`src/rtl/i2s_transmitter.sv`:
```
// Master-mode I2S transmitter: one-entry PCM holding register, BCLK/WS generation, mono word sent on both channels.
// Build option: define I2S_TX_HOLD_LAST_EN to repeat the previous word on underrun instead of sending silence.
module i2s_transmitter #(
  parameter int CLK_FREQ      = 100_000_000,
  parameter int I2S_CLK_FREQ  = 1_500_000,
  parameter int DATA_IN_SIZE  = 16,
  parameter int I2S_DATA_SIZE = 24
) (
  input  logic                    clk,
  input  logic                    rst,
  input  logic [DATA_IN_SIZE-1:0] pcm_in,
  input  logic                    pcm_valid,
  output logic                    pcm_ready,
  output logic                    i2s_clk,
  output logic                    i2s_ws,
  output logic                    i2s_sd,
  output logic                    underrun
);

  localparam int DIV   = CLK_FREQ / (2 * I2S_CLK_FREQ);
  localparam int DIV_W = (DIV > 1) ? $clog2(DIV) : 1;
  localparam int PAD   = I2S_DATA_SIZE - DATA_IN_SIZE;
  localparam int IDX_W = (I2S_DATA_SIZE > 1) ? $clog2(I2S_DATA_SIZE) : 1;

  if (DIV < 1) begin : g_div_check
    $error("i2s_transmitter: CLK_FREQ / (2*I2S_CLK_FREQ) must be at least 1");
  end
  if (DATA_IN_SIZE > I2S_DATA_SIZE) begin : g_in_size_check
    $error("i2s_transmitter: DATA_IN_SIZE must not exceed I2S_DATA_SIZE");
  end
  if (I2S_DATA_SIZE > 31) begin : g_out_size_check
    $error("i2s_transmitter: I2S_DATA_SIZE must not exceed 31");
  end

  logic [DIV_W-1:0]         div_cnt_r;
  logic                     i2s_clk_r;
  logic [5:0]               bit_cnt_r;
  logic                     i2s_ws_r;
  logic                     i2s_sd_r;
  logic [I2S_DATA_SIZE-1:0] word_r;
  logic                     underrun_r;
  logic [DATA_IN_SIZE-1:0]  hold_r;
  logic                     hold_full_r;
  logic                     pcm_ready_r;

  logic                     div_last_s;
  logic                     fall_s;
  logic [5:0]               bit_nxt_s;
  logic                     frame_start_s;
  logic [4:0]               slot_s;
  logic [IDX_W-1:0]         sd_idx_s;
  logic                     sd_nxt_s;
  logic [I2S_DATA_SIZE-1:0] word_fmt_s;

  assign i2s_clk   = i2s_clk_r;
  assign i2s_ws    = i2s_ws_r;
  assign i2s_sd    = i2s_sd_r;
  assign underrun  = underrun_r;
  assign pcm_ready = pcm_ready_r;

  // Divider terminal count, BCLK falling-edge and frame-start strobes, data bit for the next slot.
  always_comb begin
    div_last_s    = (div_cnt_r == DIV_W'(DIV - 1));
    fall_s        = div_last_s & i2s_clk_r;
    bit_nxt_s     = bit_cnt_r + 6'd1;
    frame_start_s = fall_s & (bit_nxt_s == 6'd0);
    slot_s        = bit_nxt_s[4:0];
    sd_idx_s      = IDX_W'(I2S_DATA_SIZE) - IDX_W'(slot_s);
    word_fmt_s    = I2S_DATA_SIZE'(hold_r) << PAD;
    // Slot 0 carries the one-bit I2S delay; slots past the word are padding.
    if ((slot_s != 5'd0) && (6'(slot_s) <= 6'(I2S_DATA_SIZE))) begin
      sd_nxt_s = word_r[sd_idx_s];
    end else begin
      sd_nxt_s = 1'b0;
    end
  end

  // Bit-clock divider: i2s_clk toggles every DIV system clocks.
  always_ff @(posedge clk or posedge rst) begin
    if (rst) begin
      div_cnt_r <= {DIV_W{1'b0}};
      i2s_clk_r <= 1'b0;
    end else if (div_last_s) begin
      div_cnt_r <= {DIV_W{1'b0}};
      i2s_clk_r <= ~i2s_clk_r;
    end else begin
      div_cnt_r <= div_cnt_r + DIV_W'(1);
    end
  end

  // Slot sequencer: ws, sd and the frame word change only on a BCLK falling edge.
  always_ff @(posedge clk or posedge rst) begin
    if (rst) begin
      bit_cnt_r  <= 6'd63;
      i2s_ws_r   <= 1'b0;
      i2s_sd_r   <= 1'b0;
      word_r     <= {I2S_DATA_SIZE{1'b0}};
      underrun_r <= 1'b0;
    end else begin
      underrun_r <= frame_start_s & ~hold_full_r;
      if (fall_s) begin
        bit_cnt_r <= bit_nxt_s;
        i2s_ws_r  <= bit_nxt_s[5];
        i2s_sd_r  <= sd_nxt_s;
      end
      if (frame_start_s) begin
        if (hold_full_r) begin
          word_r <= word_fmt_s;
        end else begin
`ifdef I2S_TX_HOLD_LAST_EN
          word_r <= word_r;
`else
          word_r <= {I2S_DATA_SIZE{1'b0}};
`endif
        end
      end
    end
  end

  // Holding register: a frame start only drains an already-full entry, so an accept in that cycle waits a frame.
  always_ff @(posedge clk or posedge rst) begin
    if (rst) begin
      hold_r      <= {DATA_IN_SIZE{1'b0}};
      hold_full_r <= 1'b0;
      pcm_ready_r <= 1'b1;
    end else if (frame_start_s && hold_full_r) begin
      hold_full_r <= 1'b0;
      pcm_ready_r <= 1'b1;
    end else if (pcm_valid && pcm_ready_r) begin
      hold_r      <= pcm_in;
      hold_full_r <= 1'b1;
      pcm_ready_r <= 1'b0;
    end
  end

endmodule

```
`config.mk`:
```
export PLATFORM = sky130hd
export DESIGN_NAME = i2s_transmitter
export DESIGN_NICKNAME = d
export VERILOG_FILES = /design/src/rtl/i2s_transmitter.sv
export SDC_FILE = /design/constraint.sdc
export NUM_CORES = 1
export LEC_CHECK = 0
export BUFFER_PORTS_ARGS = -buffer_cell sky130_fd_sc_hd__buf_2
export CORE_MARGIN = 5
export CORE_UTILIZATION = 40
export DETAILED_ROUTE_END_ITERATION = 8
export PLACE_DENSITY_LB_ADDON = 0.12
export SLEW_MARGIN = 0
export SYNTH_ARGS = -nofsm -noshare
export SYNTH_HDL_FRONTEND = slang
export SYNTH_SLANG_ARGS = --single-unit
```
`constraint.sdc`:
```
create_clock -name clk -period 2.04 [get_ports clk]
set_input_delay 0.306 -clock clk [delete_from_list [all_inputs] [get_ports clk]]
set_output_delay 0.306 -clock clk [all_outputs]
set_load 0.02 [all_outputs]
```
### Word-level counts from Yosys, hierarchy flattened

Cells that the tools add are included.

| operators by class | value |
|---|---|
| $add $sub $neg | 3 |
| order comparisons | 2 |
| equality and inequality tests | 1 |
| muxes and demuxes | 9 |
| bitwise gates (word level) | 6 |
| reductions and logical operators | 7 |

Operator list:

| kind | count |
|---|---|
| $mux W24 | 1 |
| $add A6 B1 Y6 const B | 2 |
| $eq A6 B6 Y1 const B | 1 |
| $logic_not A6 Y1 | 1 |
| $lt A5 B6 Y1 const B | 1 |
| $mux W1 | 6 |
| $mux W6 | 1 |
| $bmux W1 S5 | 1 |
| $le A5 B5 Y1 const B | 1 |
| $reduce_bool A5 Y1 | 1 |
| $sub A5 B5 Y5 const A | 1 |
| $and A1 B1 Y1 | 3 |
| $logic_and A1 B1 Y1 | 3 |
| $not A1 Y1 | 3 |
| $reduce_and A2 Y1 | 1 |
| $reduce_bool A2 Y1 | 1 |

| storage, ports and cells | value |
|---|---|
| register bits | 58 |
| input port bits | 19 |

### Depth between registers and ports, before layout

Gate-level depths: netlist of run 1.

| logic depth | value |
|---|---|
| depth after elaboration | 6 |
| mapped depth | 10 |
| depth with buffers taken out | 8 |

### Worst setup path after synthesis of run 1

OpenSTA, ideal clock, no wires.

| path | value |
|---|---|
| kind | reg-to-reg |
| start | reg bit_cnt_r[1] |
| end | reg hold_r[0] |
| arrival | 2055 ps |
| required time | 1915 ps |
| setup slack | -141 ps |
| stages on the path, launching flop included | 8 |
| path buffers | 1 |
| clock period less this slack | 2181 ps |
| path through | dfstp_2 -> ha_1 -> nand2_1 -> a21oi_1 -> nand4_4 -> o21bai_4 -> buf_12 -> mux2_4 |

| between the ends | value |
|---|---|
| cells in the longest elaborated chain, start to end | 6 |

Ends and longest elaborated chain:

| item | RTL line | text |
|---|---|---|
| start: declaration | 37 | `logic [5:0] bit_cnt_r;` |
| start signal: assignment | 102 | `bit_cnt_r <= bit_nxt_s;` |
| $add A6 B1 Y6 | 65 | `bit_nxt_s = bit_cnt_r + 6'd1;` |
| $logic_not A6 Y1 | 66 | `frame_start_s = fall_s & (bit_nxt_s == 6'd0);` |
| $and A1 B1 Y1 | 66 |  |
| $logic_and A1 B1 Y1 | 126 | `end else if (frame_start_s && hold_full_r) begin` |
| $not A1 Y1 (no source line) | n/a |  |
| $reduce_and A2 Y1 (no source line) | n/a |  |
| end signal: assignment | 123 | `hold_r <= {DATA_IN_SIZE{1'b0}};` |
| end signal: assignment | 130 | `hold_r <= pcm_in;` |
| end: declaration | 42 | `logic [DATA_IN_SIZE-1:0] hold_r;` |

Every way passes these cells.
A chain may end at the register's enable or synchronous reset.

### Worst setup path after layout of run 1

| path | value |
|---|---|
| start | reg bit_cnt_r[1] |
| end | reg i2s_sd_r (netlist: i2s_sd) |

| between the ends | value |
|---|---|
| cells in the longest elaborated chain, start to end | 5 |
| elaborated cells on any way between the ends | 8 |

Ends and longest elaborated chain:

| item | RTL line | text |
|---|---|---|
| $add A6 B1 Y6 (*) | 65 |  |
| via bit_nxt_s[1] | 48 | `logic [5:0] bit_nxt_s;` |
| $sub A5 B5 Y5 | 68 | `sd_idx_s = IDX_W'(I2S_DATA_SIZE) - IDX_W'(slot_s);` |
| $bmux W1 S5 | 72 | `sd_nxt_s = word_r[sd_idx_s];` |
| $mux W1 (not written as such) | 72 |  |
| $mux W1 (*) | 71 | `if ((slot_s != 5'd0) && (6'(slot_s) <= 6'(I2S_DATA_SIZE))) begin` |
| end signal: assignment | 104 | `i2s_sd_r <= sd_nxt_s;` |
| end: declaration | 39 | `logic i2s_sd_r;` |

Mark *: on every way through the listed nets, which the timed path passes. The rest lies on a longest branch. The select of a mux whose other input is x is not followed.

==> impl_results.md, run 1 <==
- Setup tns final: 0 ps
- Ant diodes: 0
- Initial drt markers: 26
- Ports: 24
- Die width: 87.4 um
- Worst Hold Class: primary input to asynchronous set/reset pin
- Max Fclk: 0.494 GHz
- Place WS: 8.20 ps
- CTS sink count: 50
- Layout Nets: 271
- CTS Buf Count: 5
- Core area: 0.00589 mm^2
- Reg2Reg Launch Point: bit_cnt_r[1]
- Post-Route WL: 4.35 mm
- GRT Overall Usage: 12.5%
- Total gr overflow: 0
- Fin util: 48.9%
- Crit Reg-Reg Endpoint: i2s_sd
- Number of unique standard cell types used by synthesis: 38
- Routability Congestion: 0.807
- Post-synth net total: 233
- Cell Area, Synth: 0.00240 mm^2
- Ys async rst share: 100%
- Post-Syn Instances: 211
- Critical path peak fanout: 7
- Static Leak: 1.35 nW
- Initial antenna violation count: 0
- Worst-margin pin slew: 499 ps
- Port Buffers: 23
- WP data required: 2240 ps
- Clock root buffer: clkbuf_8
- Data arrival, critical path: 2220 ps
- Via density: 4.72
- Final Max Tran Viols: 0
- #FFs+latches synth: 50
- DR vias: 1,535
- Post-DP HPWL: 2.96 mm
- Multi-input logic area: 0.00110 mm^2
- Register area: 0.00126 mm^2
- Clock Latency Late Sink: 300 ps
- Die Area: 0.00764 mm^2
- VDD IR max: 373 uV
- Synth Area per Inst: 11.4 um^2
- RSZ-0062 raised after global routing: yes
- Number of synthesized flops with an enable pin: 0
- Initial Util: 40.7%
- Primary FF master, synth: dfrtp_1
- Total power: 1.86 mW
- 1st-pass router iterations: 4
- Flop2flop setup slack: 20 ps
- CTS Buffer Depth: 2
- Max H-tree Level: 2
- Routed length per instance: 13.4 um
- Status: completed
- Filler cell count in the final layout: 561
- Max-slew headroom at the worst pin: 66.7%
- First-pass GRT wire length: 7.39 mm
- DRC: 0
- CP Capture Type: flop
- Max_cap viols: 0
- Post-synthesis sequential area ratio: 52.6%
- Kind of critical path: flop to flop
- Number of global-route vias before repair: 1,528
- R2r worst-path depth: 6
- CTS tree: yes
- Chip Height: 87.4 um
- Critical path launch point type: flop
- Min Tclk post-route: 2020 ps
- Area Growth Syn to Fin: 20.0%
- Largest net degree at the start of global routing: 36
- Share of cells above drive strength 1: 36.0%
- Clk_skew: 5.63 ps
- Final Setup Violations: 0
- Pwr Density: 647 mW/mm^2
- Final Cycle Share: 99.1%
- Final hold vios: 0
- Site row count: 28
- Synth Warn #: 0
- Setup ws final: 17.5 ps
- Clk pin slew, worst setup/hold paths: 100 ps
- Post-DRT Antenna Nets: 0
-- per-stage QoR --
stage	instances	hold WS [ps]	instance area, um^2
after floorplan	211	370	2420
after global placement	310	372	2660
after detailed placement	310	375	2660
after CTS	320	32.5	2780
after global routing	325	55.8	2880
final	325	19.7	2880
-- critical path: stages, from the launching register on --
cell and delay (ps):
dfstp_2 620, ha_4 190, mux4_2 490, mux2_4 260, and2_1 150, mux2i_1 120, o21ai_1 80
-- power by group --
part	internal (mW)	switching (mW)	total, mW
registers	1.03	0.0213	1.05
logic	0.0680	0.0387	0.107
clock network	0.366	0.339	0.706
total	1.46	0.399	1.86
-- worst max path at each step --
stage	startpoint	to	slack [ps]	depth (start not counted)
5_1_grt	bit_cnt_r[1]	i2s_sd	-70	6
3_3_place_gp	bit_cnt_r[1]	i2s_sd	40	6
6_report	bit_cnt_r[1]	i2s_sd	20	6
2_1_floorplan	div_cnt_r[0]	hold_r[0]	-70	10
3_5_place_dp	bit_cnt_r[0]	i2s_sd	8	6
4_1_cts	bit_cnt_r[0]	i2s_sd	6	6
-- cell families (layout without fill, tap and decap cells) --
family / Yosys count / after routing / synth area share, %
muxes: 25 / 25 / 15.0
xor gates and xnor gates: 11 / 11 / 4.02
and+or+nand+nor: 74 / 74 / 15.1
DFF: 50 / 50 / 52.6
adders and majority gates: 3 / 3 / 1.57
buffers and inverters: 18 / 57 / 4.28
AOI/OAI and AO/OA: 30 / 30 / 7.46
-- placed cells by master, fill, tap and decap left out, types with 2 or more instances in the layout --
master and n:
a21oi_1 3, buf_2 23, buf_4 18, clkbuf_8 5, dfrtp_1 43, dfstp_2 7, inv_1 5, mux2_4 17
mux2i_1 4, mux4_2 4, nand2_1 45, nand3_1 4, nand4_1 2, nor2_1 10, nor2b_1 2, o21a_1 2
o21ai_0 17, o22ai_1 2, or3_1 2, xnor2_1 9, xor2_1 2
-- routing by layer --
layer	vias up	track usage, %	part of all wire [%]
met5	-	0	0
met4	0	4.60	1.0
met3	4	2.84	3.3
met2	26	18.9	47
met1	719	17.4	49
li1	786	-	-
-- cell usage after synthesis, drive strengths merged, types with 2 or more instances --
cell | count | area share (%)
nand3 | 5 | 1.3
xor2 | 2 | 0.73
ha | 3 | 1.6
dfrtp | 43 | 45
dfstp | 7 | 7.7
mux2i | 4 | 1.7
o21a | 2 | 0.63
nand2 | 46 | 7.2
and2 | 2 | 0.52
xnor2 | 9 | 3.3
a21oi | 4 | 0.84
o21ai | 19 | 4.0
nor2b | 2 | 0.52
o22ai | 2 | 0.52
or3 | 2 | 0.52
inv | 6 | 0.94
mux4 | 4 | 3.8
nor2 | 11 | 2.0
nand4 | 3 | 1.4
clkbuf | 5 | 0.83
mux2 | 17 | 9.6
buf | 7 | 2.5
-- area by class of cell --
class	count	share of cell area (%)
Clock buffer	6	2.52
Sequential cell	50	43.8
Tap cell	75	3.26
Multi-Input combinational cell	143	38.1
Inverter	6	0.783
Timing Repair Buffer	43	10.3
Clock inverter	2	1.30
-- timing repair --
action,CTS,global route
setup buffers,2,4
setup endpoints to repair,1,17
cloned,0,1
hold buffers,0,0
pin swaps,0,5
resized for setup,0,12
hold endpoints to repair,0,0
-- state kept, by name (all words and copies together), names as in the netlist --
| register | cells |
|---|---|
| hold_r | 16 |
| word_r | 16 |
| bit_cnt_r | 6 |
| div_cnt_r | 6 |
| hold_full_r | 1 |
| i2s_clk | 1 |
| i2s_sd | 1 |
| i2s_ws | 1 |
| pcm_ready | 1 |
| underrun | 1 |
No activity file was read; power rests on OpenSTA's default activity.
==> inputs of run 2 (changes only) <==
--- a/config.mk
+++ b/config.mk
@@ -6,6 +6,7 @@
 export NUM_CORES = 1
 export LEC_CHECK = 0
 export BUFFER_PORTS_ARGS = -buffer_cell sky130_fd_sc_hd__buf_2
+export CORE_ASPECT_RATIO = 0.75
 export CORE_MARGIN = 5
 export CORE_UTILIZATION = 40
 export DETAILED_ROUTE_END_ITERATION = 8
==> run 2 against run 1 <==
Cell area is essentially flat. Critical path type unchanged. Utilization rose by 0.48 points. Total power increased by 1.0%. Non-clock buffer count is 1 lower. Critical path depth did not move. Sequential power about the same. Clock power grew 3%. Worst hold slack lost 3.9 ps.
==> impl_results.md, run 2 (synthesis results as in run 1) <==
- Largest registers: hold_r x16, word_r x16
- Clk pin slew, worst setup/hold paths: 100 ps
- Initial drt markers: 71
- Clock Latency Late Sink: 310 ps
- Share of cells above drive strength 1: 36.9%
- Max Fclk: 0.492 GHz
- Largest net degree at the start of global routing: 36
- Layout Nets: 270
- Reg2Reg Launch Point: bit_cnt_r[1]
- RSZ-0062 raised after global routing: yes
- Number of global-route vias before repair: 1,480
- Flop2flop setup slack: 8 ps
- DRC: 0
- Worst-margin pin slew: 518 ps
- CTS Buf Count: 5
- Post-DRT Antenna Nets: 0
- Chip Height: 77.0 um
- Most common cell after layout, fill and taps aside: nand2_1
- Site row count: 24
- Critical path peak fanout: 6
- Ports: 24
- CTS Buffer Depth: 2
- Place WS: -9.98 ps
- VDD IR max: 297 uV
- Min Tclk post-route: 2030 ps
- Area Growth Syn to Fin: 20.0%
- Clk_skew: 8.93 ps
- Fin util: 49.4%
- Routability Congestion: 0.803
- Worst Hold Class: primary input to asynchronous set/reset pin
- Hold Buf Count CTS: 0
- Via density: 4.67
- R2r worst-path depth: 6
- Core area: 0.00583 mm^2
- Status: completed
- Die width: 99.4 um
- Initial antenna violation count: 0
- Max H-tree Level: 2
- First-pass GRT wire length: 7.53 mm
- Switch share: 22.1%
- Post-Route WL: 4.28 mm
- Routed length per instance: 13.1 um
- Final hold vios: 0
- GRT Overall Usage: 12.4%
- Total gr overflow: 0
- CTS tree: yes
- Pwr Density: 654 mW/mm^2
- Clock share of power: 38.6%
- Register share of total power: 55.8%
- Kind of critical path: flop to flop
- Max-slew headroom at the worst pin: 65.4%
- Filler cell count in the final layout: 554
- Final Cycle Share: 99.6%
- 1st-pass router iterations: 4
- Final Max Tran Viols: 0
- Crit Reg-Reg Endpoint: i2s_sd
- Critical path launch point type: flop
- CTS sink count: 50
- Die Area: 0.00766 mm^2
- DR vias: 1,528
- Max_cap viols: 0
- CP Capture Type: flop
- Data arrival, critical path: 2230 ps
- Static Leak: 1.33 nW
- Clock root buffer: clkbuf_8
- Post-DP HPWL: 3.04 mm
- Power Internal: 1.47 mW
- Initial Util: 41.2%
- NetSw: 0.416 mW
- Combinational fraction of design power: 5.6%
- Commonest non-fill, non-tap cells in the layout: 45 x nand2_1, 43 x dfrtp_1, 23 x buf_2
- Setup ws final: 8.47 ps
- WP data required: 2240 ps
- Final Setup Violations: 0
- Ant diodes: 0
- Port Buffers: 23
==> run 2: per-stage QoR <==
stage	setup TNS [ps]	total power, mW	std cells	hold slack [ps]	area [um^2]
after global routing	-502	1.98	327	57.7	2880
after global placement	0	1.17	316	383	2690
after detailed placement	-9.98	1.17	316	380	2690
final	0	1.88	327	15.8	2880
after floorplan	-700	1.13	211	370	2420
after CTS	0	1.91	326	35.1	2830
==> run 2: worst max path at each step <==
stage / from / end / slack (ps)
after floorplan: div_cnt_r[0] / hold_r[0] / -70
after global placement: bit_cnt_r[0] / i2s_sd / 30
after detailed placement: bit_cnt_r[0] / i2s_sd / -10
after CTS: div_cnt_r[1] / hold_r[11] / 2
after global routing: bit_cnt_r[1] / i2s_sd / -60
final: bit_cnt_r[1] / i2s_sd / 8
==> run 2: final cells by class <==
cell class              count  area (um^2)  share of cell area [%]
repair buffers             42          294                    10.2
flip-flops and latches     50         1260                    43.8
multi-input cells         143         1090                    37.8
inverters                   6         22.5                   0.783
well taps                  78         97.6                    3.39
clock inverters             3         47.5                    1.65
clock buffers               5         68.8                    2.39
==> run 2: power groups by stage <==
stage                     Clock (mW)  Sequential, mW  Combinational (mW)
after detailed placement           0            1.07               0.104
after CTS                      0.752            1.05               0.105
final                          0.725            1.05               0.106
after global routing           0.800            1.06               0.120
after floorplan                    0            1.06              0.0712
after global placement             0            1.07               0.103
==> run 2: metal layers <==
layer / global-route usage [%] / part of all wire [%]
met4: 3.27 / 1.3
met5: 0 / 0
met3: 3.72 / 4.1
met2: 16.6 / 40
met1: 19.1 / 54
==> run 2: repair_timing <==
action | 4_1_cts | 5_1_grt
pin swaps | 1 | 2
setup endpoints to repair | 1 | 17
gates cloned | 0 | 0
buffers inserted | 2 | 1
resized for setup | 0 | 15
==> run 2: critical path, stage by stage (launching register included) <==
cell and delay [ps]:
dfstp_2 620, ha_4 190, mux4_2 500, mux2_4 260
and2_4 150, mux2i_1 140, o21ai_1 70
==> inputs of run 3 (changes only) <==
--- a/config.mk
+++ b/config.mk
@@ -5,11 +5,11 @@
 export SDC_FILE = /design/constraint.sdc
 export NUM_CORES = 1
 export LEC_CHECK = 0
-export BUFFER_PORTS_ARGS = -buffer_cell sky130_fd_sc_hd__buf_2
 export CORE_ASPECT_RATIO = 0.75
 export CORE_MARGIN = 5
 export CORE_UTILIZATION = 40
 export DETAILED_ROUTE_END_ITERATION = 8
+export DONT_BUFFER_PORTS = 1
 export PLACE_DENSITY_LB_ADDON = 0.12
 export SLEW_MARGIN = 0
 export SYNTH_ARGS = -nofsm -noshare
==> run 3 against run 2 <==
Flip-flop and latch count unchanged. Combinational power decreased by 11%. Global-route usage decreased by 0.16 points. Critical path type unchanged. Largest cell class unchanged. Largest power group unchanged.
==> impl_results.md, run 3 (synthesis results as in run 1) <==
- Data arrival, critical path: 2220 ps
- Final hold vios: 0
- Clk_skew: 6.69 ps
- Ports: 24
- Post-DRT Antenna Nets: 0
- CTS sink count: 50
- WP data required: 2230 ps
- Chip Height: 77.0 um
- Design Area, Final: 0.00278 mm^2
- DRC: 0
- Site row count: 24
- Filler cell count in the final layout: 556
- Max_cap viols: 0
- Die Area: 0.00766 mm^2
- Status: completed
- Post-DP HPWL: 3.29 mm
- CTS tree: yes
- Kind of critical path: flop to flop
- Min Tclk post-route: 2030 ps
- First-pass GRT wire length: 7.56 mm
- Die width: 99.4 um
- Clk pin slew, worst setup/hold paths: 90 ps
- Static Leak: 1.26 nW
- Port Buffers: 0
- Final Cycle Share: 99.6%
- Clock Latency Late Sink: 300 ps
- Critical path peak fanout: 8
- Slowest stage cell, crit path: dfstp_2
- Initial Util: 41.2%
- Postcts setup bufs: 0
- Post-DP Area: 0.00257 mm^2
- Critical path launch point type: flop
- Final Max Tran Viols: 0
- Largest stage delay, worst path: 630 ps
- RSZ-0062 raised after global routing: yes
- Worst Hold Class: primary input to flop
- Post-route insts no fill: 304
- Core area: 0.00583 mm^2
- DR vias: 1,500
- Commonest non-fill, non-tap cells in the layout: 45 x nand2_1, 43 x dfrtp_1, 17 x o21ai_0
- 1st-pass router iterations: 4
- Total gr overflow: 0
- Largest registers: hold_r x16, word_r x16
- Most common cell after layout, fill and taps aside: nand2_1
- Via density: 4.93
- CP Capture Type: flop
- Placed insts: 294
- CTS Buf Count: 5
- Max H-tree Level: 2
- Routed length per instance: 14.5 um
- Area Growth Syn to Fin: 15.8%
- Clock root buffer: clkbuf_8
- VDD IR max: 319 uV
- Ant diodes: 0
- Max Fclk: 0.492 GHz
- Initial antenna violation count: 0
- Bufs and invs on worst path: 0
- Share of cells above drive strength 1: 28.8%
- Max-slew headroom at the worst pin: 77.7%
- CTS Buffer Depth: 2
- Pwr Density: 657 mW/mm^2
- GRT Overall Usage: 12.2%
- Initial drt markers: 37
- Layout Nets: 247
- Critical path cell sequence: ha_4 -> mux4_2 -> mux2_2 -> and2_1 -> mux2i_1 -> o21ai_1
- Worst-margin pin slew: 334 ps
- Final Setup Violations: 0
- Number of global-route vias before repair: 1,576
- Largest net degree at the start of global routing: 36
- Top Family by Delay on Critical Path: multiplexers
- Routability Congestion: 0.848
- Post-Route WL: 4.42 mm
[run 3: worst paths after layout]
check	start	endpoint	slack (ps)	depth (start not counted)
max	bit_cnt_r[1]	i2s_sd	8	6
max in group asynchronous	rst	bit_cnt_r[3]	990	3
max reg2reg	bit_cnt_r[1]	i2s_sd	8	6
min	pcm_valid	pcm_ready	60	1
min reg2reg	word_r[11]	word_r[11]	480	2
min in group asynchronous	rst	word_r[8]	430	2
[run 3: area by class of cell]
class | instances | area (um^2) | area share (%)
tap | 78 | 97.6 | 3.52
multi-input combinational | 143 | 1110 | 39.9
timing repair buffer | 19 | 179 | 6.44
sequential | 50 | 1260 | 45.4
clock buffer | 6 | 72.6 | 2.61
clock inverter | 2 | 37.5 | 1.35
inverter | 6 | 22.5 | 0.811
[run 3: worst reg2reg max path, cell delays in order, from the launching register on]
cell     delay, ps
dfstp_2        630
ha_4           190
mux4_2         500
mux2_2         270
and2_1         150
mux2i_1        130
o21ai_1         70
[run 3: per-stage QoR]
stage | setup WS, ps | TNS, ps | utilization, % | hold WS, ps | total power, mW
detailed placement | 12.3 | 0 | 44.2 | 175 | 1.16
finish | 7.71 | 0 | 47.7 | 61.0 | 1.82
global placement | 39.0 | 0 | 44.2 | 173 | 1.15
CTS | 2.84 | 0 | 46.3 | 51.0 | 1.85
floorplan | -70.0 | -700 | - | 370 | 1.13
global route | -86.8 | -833 | 47.7 | 44.7 | 1.91
[run 3: routing by layer]
layer  global-route usage, %  part of all wire (%)  vias up
met2                    17.9                    45       27
met1                    16.9                    50      727
met3                    3.90                   3.7        6
li1                        -                     -      740
met4                    4.23                   1.2        0
met5                       0                     0        -
[run 3: repair_timing]
item	4_1_cts	5_1_grt
hold endpoints to repair	14	0
pin swaps	0	1
resized for setup	1	13
hold buffers	1	0
endpoints found under the setup margin	3	17
gates cloned	0	1
[run 3: power by group]
| group | leakage (nW) | total (mW) | switching (mW) | internal, mW |
|---|---|---|---|---|
| registers | 0.633 | 1.05 | 0.0240 | 1.03 |
| clock network | 0.0514 | 0.679 | 0.313 | 0.366 |
| logic | 0.577 | 0.0939 | 0.0364 | 0.0575 |
